### config.mk
export PLATFORM = sky130hd
export DESIGN_NAME = bram_frame_loader
export DESIGN_NICKNAME = d
export VERILOG_FILES = /design/src/rtl/sobel_pkg.sv /design/src/rtl/bram_frame_loader.sv
export SDC_FILE = /design/constraint.sdc
export NUM_CORES = 1
export LEC_CHECK = 0
export ABC_AREA = 1
export CAP_MARGIN = 10
export CELL_PAD_IN_SITES_DETAIL_PLACEMENT = 0
export CELL_PAD_IN_SITES_GLOBAL_PLACEMENT = 2
export CORE_MARGIN = 2
export CORE_UTILIZATION = 22
export DETAILED_ROUTE_END_ITERATION = 7
export PLACE_DENSITY_LB_ADDON = 0.1
export SYNTH_ARGS = -nofsm -noshare
export SYNTH_HDL_FRONTEND = slang
export SYNTH_SLANG_ARGS = --single-unit
### constraint.sdc
create_clock -name clk -period 1.8 [get_ports clk]
set_input_delay 0.36 -clock clk [delete_from_list [all_inputs] [get_ports clk]]
set_output_delay 0.36 -clock clk [all_outputs]
set_load 0.05 [all_outputs]
### src/rtl/sobel_pkg.sv
// sobel_pkg
// Shared defaults and encodings for the Sobel frame path.
//   - Default pixel width, BRAM0 address width and image geometry.
//   - FRAME_SIZE: pixels per frame for the default geometry.
//   - loader_state_t: 2-bit state encoding of the BRAM frame loader.
//   - sat_inc8: saturating 8-bit increment used by error counters.
package sobel_pkg;

   localparam int DEF_DATA_WIDTH   = 8;
   localparam int DEF_ADDR_WIDTH   = 16;
   localparam int DEF_IMAGE_WIDTH  = 5;
   localparam int DEF_IMAGE_HEIGHT = 5;
   localparam int FRAME_SIZE       = DEF_IMAGE_WIDTH * DEF_IMAGE_HEIGHT;

   typedef enum logic [1:0] {
      ST_IDLE      = 2'b00,
      ST_LOAD      = 2'b01,
      ST_START     = 2'b10,
      ST_WAIT_DONE = 2'b11
   } loader_state_t;

   // Increment an 8-bit counter, holding at 255 instead of wrapping.
   function automatic logic [7:0] sat_inc8(input logic [7:0] value);
      logic [7:0] result;
      if (value == 8'hFF) begin
         result = value;
      end else begin
         result = value + 8'd1;
      end
      return result;
   endfunction

endpackage

### src/rtl/bram_frame_loader.sv
// bram_frame_loader
// Streams one frame of pixels into an external BRAM (port 0), then pulses
// o_en to hand the stored frame to the Sobel FSM and waits for i_done.
//
// Optional build macro: LOADER_SOF_SYNC_EN
//   defined   : an accepted pixel flagged with i_sof restarts the frame at
//               address 0; a restart with a non-zero counter is counted in
//               o_sof_err_cnt (saturating at 255).
//   undefined : i_sof is ignored and o_sof_err_cnt is tied to 0.
//
// Ports
//   clk, rst_n        clock, synchronous active-low reset
//   i_start, i_run    arm one frame load; i_run captured into o_run
//   i_abort           cancel the current frame (highest priority)
//   i_valid, i_sof,
//   i_data, o_ready   pixel stream in, accepted when i_valid && o_ready
//   b0_ce0, b0_we0,
//   b0_addr0, b0_d0   BRAM0 port-0 write interface (same-cycle as accept)
//   o_en, o_num_cnt,
//   o_run, i_done     handshake with the Sobel FSM
//   o_busy            loader not idle
//   o_frame_cnt       completed frames (wraps at 16 bits)
//   o_sof_err_cnt     SOF resynchronisation errors
module bram_frame_loader
   import sobel_pkg::*;
#(
   parameter int DATA_WIDTH   = DEF_DATA_WIDTH,
   parameter int ADDR_WIDTH   = DEF_ADDR_WIDTH,
   parameter int IMAGE_WIDTH  = DEF_IMAGE_WIDTH,
   parameter int IMAGE_HEIGHT = DEF_IMAGE_HEIGHT
) (
   input  logic                  clk,
   input  logic                  rst_n,
   input  logic                  i_start,
   input  logic                  i_run,
   input  logic                  i_abort,
   input  logic                  i_valid,
   input  logic                  i_sof,
   input  logic [DATA_WIDTH-1:0] i_data,
   output logic                  o_ready,
   output logic                  b0_ce0,
   output logic                  b0_we0,
   output logic [ADDR_WIDTH-1:0] b0_addr0,
   output logic [DATA_WIDTH-1:0] b0_d0,
   output logic                  o_en,
   output logic [ADDR_WIDTH-1:0] o_num_cnt,
   output logic                  o_run,
   input  logic                  i_done,
   output logic                  o_busy,
   output logic [15:0]           o_frame_cnt,
   output logic [7:0]            o_sof_err_cnt
);

   localparam logic [ADDR_WIDTH-1:0] FRAME_LEN = ADDR_WIDTH'(IMAGE_WIDTH * IMAGE_HEIGHT);
   localparam logic [ADDR_WIDTH-1:0] LAST_IDX  = ADDR_WIDTH'(IMAGE_WIDTH * IMAGE_HEIGHT - 1);
   localparam logic [ADDR_WIDTH-1:0] ZERO_ADDR = {ADDR_WIDTH{1'b0}};

   loader_state_t         state_r;
   logic [ADDR_WIDTH-1:0] cnt_r;
   logic                  run_r;
   logic [15:0]           frame_cnt_r;
   logic                  accept_s;
   logic                  sof_hit_s;
   logic [ADDR_WIDTH-1:0] wr_idx_s;

`ifdef LOADER_SOF_SYNC_EN
   logic [7:0]            sof_err_cnt_r;
`else
   logic                  sof_unused_s;
   assign sof_unused_s = i_sof;
`endif

   // Datapath and handshake decode; BRAM write happens in the accept cycle.
   always_comb begin
      o_ready   = 1'b0;
      accept_s  = 1'b0;
      sof_hit_s = 1'b0;
      wr_idx_s  = cnt_r;
      b0_ce0    = 1'b0;
      b0_we0    = 1'b0;
      b0_addr0  = ZERO_ADDR;
      b0_d0     = {DATA_WIDTH{1'b0}};
      o_en      = 1'b0;
      o_num_cnt = ZERO_ADDR;
      o_busy    = 1'b0;

      // Abort masks acceptance so the cancelled cycle never writes BRAM0.
      if ((state_r == ST_LOAD) && !i_abort) begin
         o_ready = 1'b1;
      end else begin
         o_ready = 1'b0;
      end
      accept_s = o_ready && i_valid;

`ifdef LOADER_SOF_SYNC_EN
      sof_hit_s = accept_s && i_sof;
`else
      sof_hit_s = 1'b0;
`endif

      // A SOF-flagged pixel always restarts the frame at address 0.
      if (sof_hit_s) begin
         wr_idx_s = ZERO_ADDR;
      end else begin
         wr_idx_s = cnt_r;
      end

      if (accept_s) begin
         b0_ce0   = 1'b1;
         b0_we0   = 1'b1;
         b0_addr0 = wr_idx_s;
         b0_d0    = i_data;
      end else begin
         b0_ce0   = 1'b0;
         b0_we0   = 1'b0;
         b0_addr0 = ZERO_ADDR;
         b0_d0    = {DATA_WIDTH{1'b0}};
      end

      if ((state_r == ST_START) && !i_abort) begin
         o_en = 1'b1;
      end else begin
         o_en = 1'b0;
      end

      if (state_r != ST_IDLE) begin
         o_busy    = 1'b1;
         o_num_cnt = FRAME_LEN;
      end else begin
         o_busy    = 1'b0;
         o_num_cnt = ZERO_ADDR;
      end
   end

   // Loader FSM, pixel counter and status counters.
   always_ff @(posedge clk) begin
      if (!rst_n) begin
         state_r     <= ST_IDLE;
         cnt_r       <= ZERO_ADDR;
         run_r       <= 1'b0;
         frame_cnt_r <= 16'd0;
`ifdef LOADER_SOF_SYNC_EN
         sof_err_cnt_r <= 8'd0;
`endif
      end else begin
         case (state_r)
            ST_IDLE: begin
               // Start together with abort is swallowed: stay idle.
               if (i_start && !i_abort) begin
                  state_r <= ST_LOAD;
                  run_r   <= i_run;
                  cnt_r   <= ZERO_ADDR;
               end else begin
                  state_r <= ST_IDLE;
               end
            end
            ST_LOAD: begin
               if (i_abort) begin
                  state_r <= ST_IDLE;
                  cnt_r   <= ZERO_ADDR;
               end else if (accept_s) begin
`ifdef LOADER_SOF_SYNC_EN
                  if (sof_hit_s && (cnt_r != ZERO_ADDR)) begin
                     sof_err_cnt_r <= sat_inc8(sof_err_cnt_r);
                  end else begin
                     sof_err_cnt_r <= sof_err_cnt_r;
                  end
`endif
                  if (wr_idx_s == LAST_IDX) begin
                     state_r <= ST_START;
                     cnt_r   <= ZERO_ADDR;
                  end else begin
                     cnt_r   <= wr_idx_s + {{(ADDR_WIDTH-1){1'b0}}, 1'b1};
                  end
               end else begin
                  state_r <= ST_LOAD;
               end
            end
            ST_START: begin
               if (i_abort) begin
                  state_r <= ST_IDLE;
                  cnt_r   <= ZERO_ADDR;
               end else begin
                  state_r     <= ST_WAIT_DONE;
                  frame_cnt_r <= frame_cnt_r + 16'd1;
               end
            end
            ST_WAIT_DONE: begin
               if (i_abort) begin
                  state_r <= ST_IDLE;
                  cnt_r   <= ZERO_ADDR;
               end else if (i_done) begin
                  state_r <= ST_IDLE;
               end else begin
                  state_r <= ST_WAIT_DONE;
               end
            end
            default: begin
               state_r <= ST_IDLE;
               cnt_r   <= ZERO_ADDR;
            end
         endcase
      end
   end

   assign o_run       = run_r;
   assign o_frame_cnt = frame_cnt_r;
`ifdef LOADER_SOF_SYNC_EN
   assign o_sof_err_cnt = sof_err_cnt_r;
`else
   assign o_sof_err_cnt = 8'd0;
`endif

endmodule

==> impl_results.md <==
- Post-layout util: 38.3%
- Vias/cell: 3.93
- Die area: 10800 um2
- Min Tclk post-route: 1.75 ns
- CTS Root Buffer Type: clkbuf_8
- Total global-route track usage: 11.8%
- Synth Warn #: 0
- Gpl congestion: 0.784
- Slowest stage cell, crit path: dfxtp_4
- Final hold vios: 0
- Clock network fraction of total power: 37.9%
- Mux contribution to synthesized area: 0%
- Pwr dens: 518 nW/um2
- Commonest non-fill, non-tap cell in the layout: nand2_1
- Routed WL: 6110 um
- Part of the cycle the worst path needs: 97.3%
- CTS sink cnt: 35
- Endpoint class of the critical path: output pin
- Metal2 WL: 3210 um
- Tot Pwr: 1.93 mW
- Clk pin slew, worst setup/hold paths: 0.08 ns
- Initial Utilization: 22.5%
- RSZ-0062 raised after global routing: true
- Hold depth: 2
- Rows: 36
- Buf+Inv Stages, Crit Path: 4
- Met3 wire len: 238 um
- Via Count: 2248
- Register area share after synthesis: 32.0%
- Hold EP: cnt_r[0]
- WL/cell: 10.7 um
- Switching power: 0.593 mW
- Fin. max-slew vios: 0
- Core area: 9730 um2
- Port Buffers: 63
- First-pass GRT wire length: 10500 um
- Post-DRT Antenna Nets: 0
- Worst VDD drop: 0.443 mV
- Top sig layer: met4
- Num CTS Buffers: 5
- Synth unique cells: 23
- Syn Std Cell Area: 2190 um2
- Complex-gate fraction of the synthesized area: 5.14%
- Final setup fails: 0
- Simple-gate share of the synthesized area: 37.5%
- Drt pass-1 iters: 4
- RR Startpoint: cnt_r[0]
- IO Count: 86
- Crit Path Class: reg -> out
- Number of global-route vias before repair: 2250
- Critical-path cell list: inv_2 -> nand3_4 -> nor2_4 -> inv_4 -> buf_12 -> nor2_4 -> buf_12
- Reg-to-reg endpoint: cnt_r[2]
- CTS Hold Buffers Added: 0
- Cell Int Power: 1.34 mW
- Share of cells above drive strength 1: 28.9%
- Max_cap viols: 0
- Critical Path RT: 1.44 ns
- Clock latency on the worst-skew pair: 0.29 ns
- Avg Synthesized Cell Area: 6.22 um2
- Sequential share of power: 40.8%
- Worst path max stage delay: 0.35 ns
- Largest family of logic cells by synthesized area: simple AND/OR/NAND/NOR gates
- DIE HEIGHT: 104 um
- Largest net degree at the start of global routing: 15
- Synth Area in Adders: 1.71%
- Switching portion of total power: 30.7%
- DRC: 0
- F_max: 0.571 GHz
- FF-to-FF path depth: 10
- CTS tree: yes
- Logic pwr share: 21.3%
- Crit path max-delay family: buffers and inverters
- Fin nets: 457
- DR iter-0 viols: 47
- Hold Crit Start: cnt_r[0]
- Mapped Cells: 352
- Hold Path Class: reg -> reg
- Fin Clk Skew: 0.0126 ns
- GRT overflow: 0
- Status: finished, final reports clean
- FILL cells: 1052
- Antenna violations before repair: 0
- Reg2reg setup slack: 0.19 ns
- Xor-xnor portion of the synthesized cell area: 2.80%
- Metal-1 WL: 2610 um
- CP arrival: 1.39 ns
- Chip width: 104 um
- Worst Setup Start Kind: flip-flop
- Diodes inserted: 0
- H-tree levels: 2
- WHS: 0.481 ns
- Worst-path fanout max: 6
- Clk buf depth: 2
- DP HPWL: 4810 um
- Commonest non-fill, non-tap cells in the layout: nand2_1, inv_1, nor2_1, buf_4, buf_12
- Syn-to-layout area delta: 70.1%
- Leak pwr: 1.54 nW
- #FFs+latches synth: 35
[worst min-delay path, cell delays in order (launching register included)]
cell and delay (ns):
dfxtp_1 0.32, nand2_1 0.06, a21oi_1 0.05
[sequential cells by signal, indices dropped and copies added (netlist names)]
signal / cells
o_frame_cnt: 16
o_run: 1
cnt_r: 16
state_r: 2
[metal layers]
metal,GRT usage (%),up-vias
li1,-,1196
met1,13.6,1009
met2,22.1,38
met4,2.90,0
met5,0,-
met3,2.58,5
[what timing repair did]
item                                    4_1_cts  5_1_grt
cloned                                        1        0
gates resized for setup                       8        4
endpoints found under the setup margin       28       24
pin swaps                                     3        0
setup buffers                                 2        1
[worst max path at each step]
| stage | from | to | slack, ns | cells after the start |
|---|---|---|---|---|
| after global routing | state_r[1] | b0_addr0[0] | -0.05 | 7 |
| after CTS | state_r[1] | b0_d0[0] | 0.02 | 7 |
| final | state_r[1] | b0_addr0[0] | 0.05 | 7 |
| after global placement | i_abort | b0_addr0[14] | -0.26 | 8 |
| after floorplan | state_r[1] | b0_addr0[0] | 0.004 | 6 |
| after detailed placement | i_abort | b0_addr0[15] | -0.28 | 8 |
[synthesized netlist by cell type]
cell type  number  share of area, %
nand4_1         7               2.0
ha_1            3               1.7
a21oi_1        13               3.0
nor2_2          5               1.4
dfxtp_1        35                32
xor2_1          7               2.8
nand3_1        21               4.8
nor3_1         10               2.3
buf_6           1              0.51
nor3_2          2              0.91
inv_1          59                10
o211ai_1        1              0.34
clkbuf_1        4              0.69
inv_2           1              0.17
and3_1          1              0.29
buf_4          27               9.3
nand3_2         1              0.46
conb_1          1              0.17
nand2_1        72                12
o21ai_0         8               1.8
nor2_4          1              0.51
or2_2           1              0.29
nor2_1         71                12
[cell type report]
class | instances | area, um2 | area share (%)
Sequential cell | 35 | 706 | 18.9
Timing Repair Buffer | 91 | 1200 | 32.1
Tap cell | 133 | 166 | 4.46
Clock buffer | 5 | 68.8 | 1.85
Clock inverter | 3 | 43.8 | 1.17
Multi-Input combinational cell | 245 | 1310 | 35.2
Inverter | 60 | 235 | 6.31
[kinds of logic (layout without fill, tap and decap cells)]
group	Yosys count	count (layout)
AOI/OAI and AO/OA	22	22
other	1	21
and+or+nand+nor	192	192
DFF	35	35
adders and majority gates	3	3
buffers and inverters	92	159
xor gates and xnor gates	7	7
[power by group through the flow]
stage	combinational (mW)	sequential, mW	clock (mW)
after floorplan	0.294	0.813	0
after global placement	0.406	0.807	0
after detailed placement	0.409	0.807	0
after CTS	0.414	0.787	0.762
after global routing	0.439	0.788	0.793
final	0.412	0.787	0.731
[per-stage QoR]
stage / setup WS (ns) / setup TNS, ns / area (um2) / instances
floorplan: 0.00374 / 0 / 2500 / 372
global placement: -0.258 / -8.24 / 3530 / 560
detailed placement: -0.276 / -9.07 / 3530 / 560
CTS: 0.0163 / 0 / 3700 / 571
global route: -0.0534 / -0.673 / 3730 / 572
finish: 0.0482 / 0 / 3730 / 572
(Power assumes the default switching activity.)
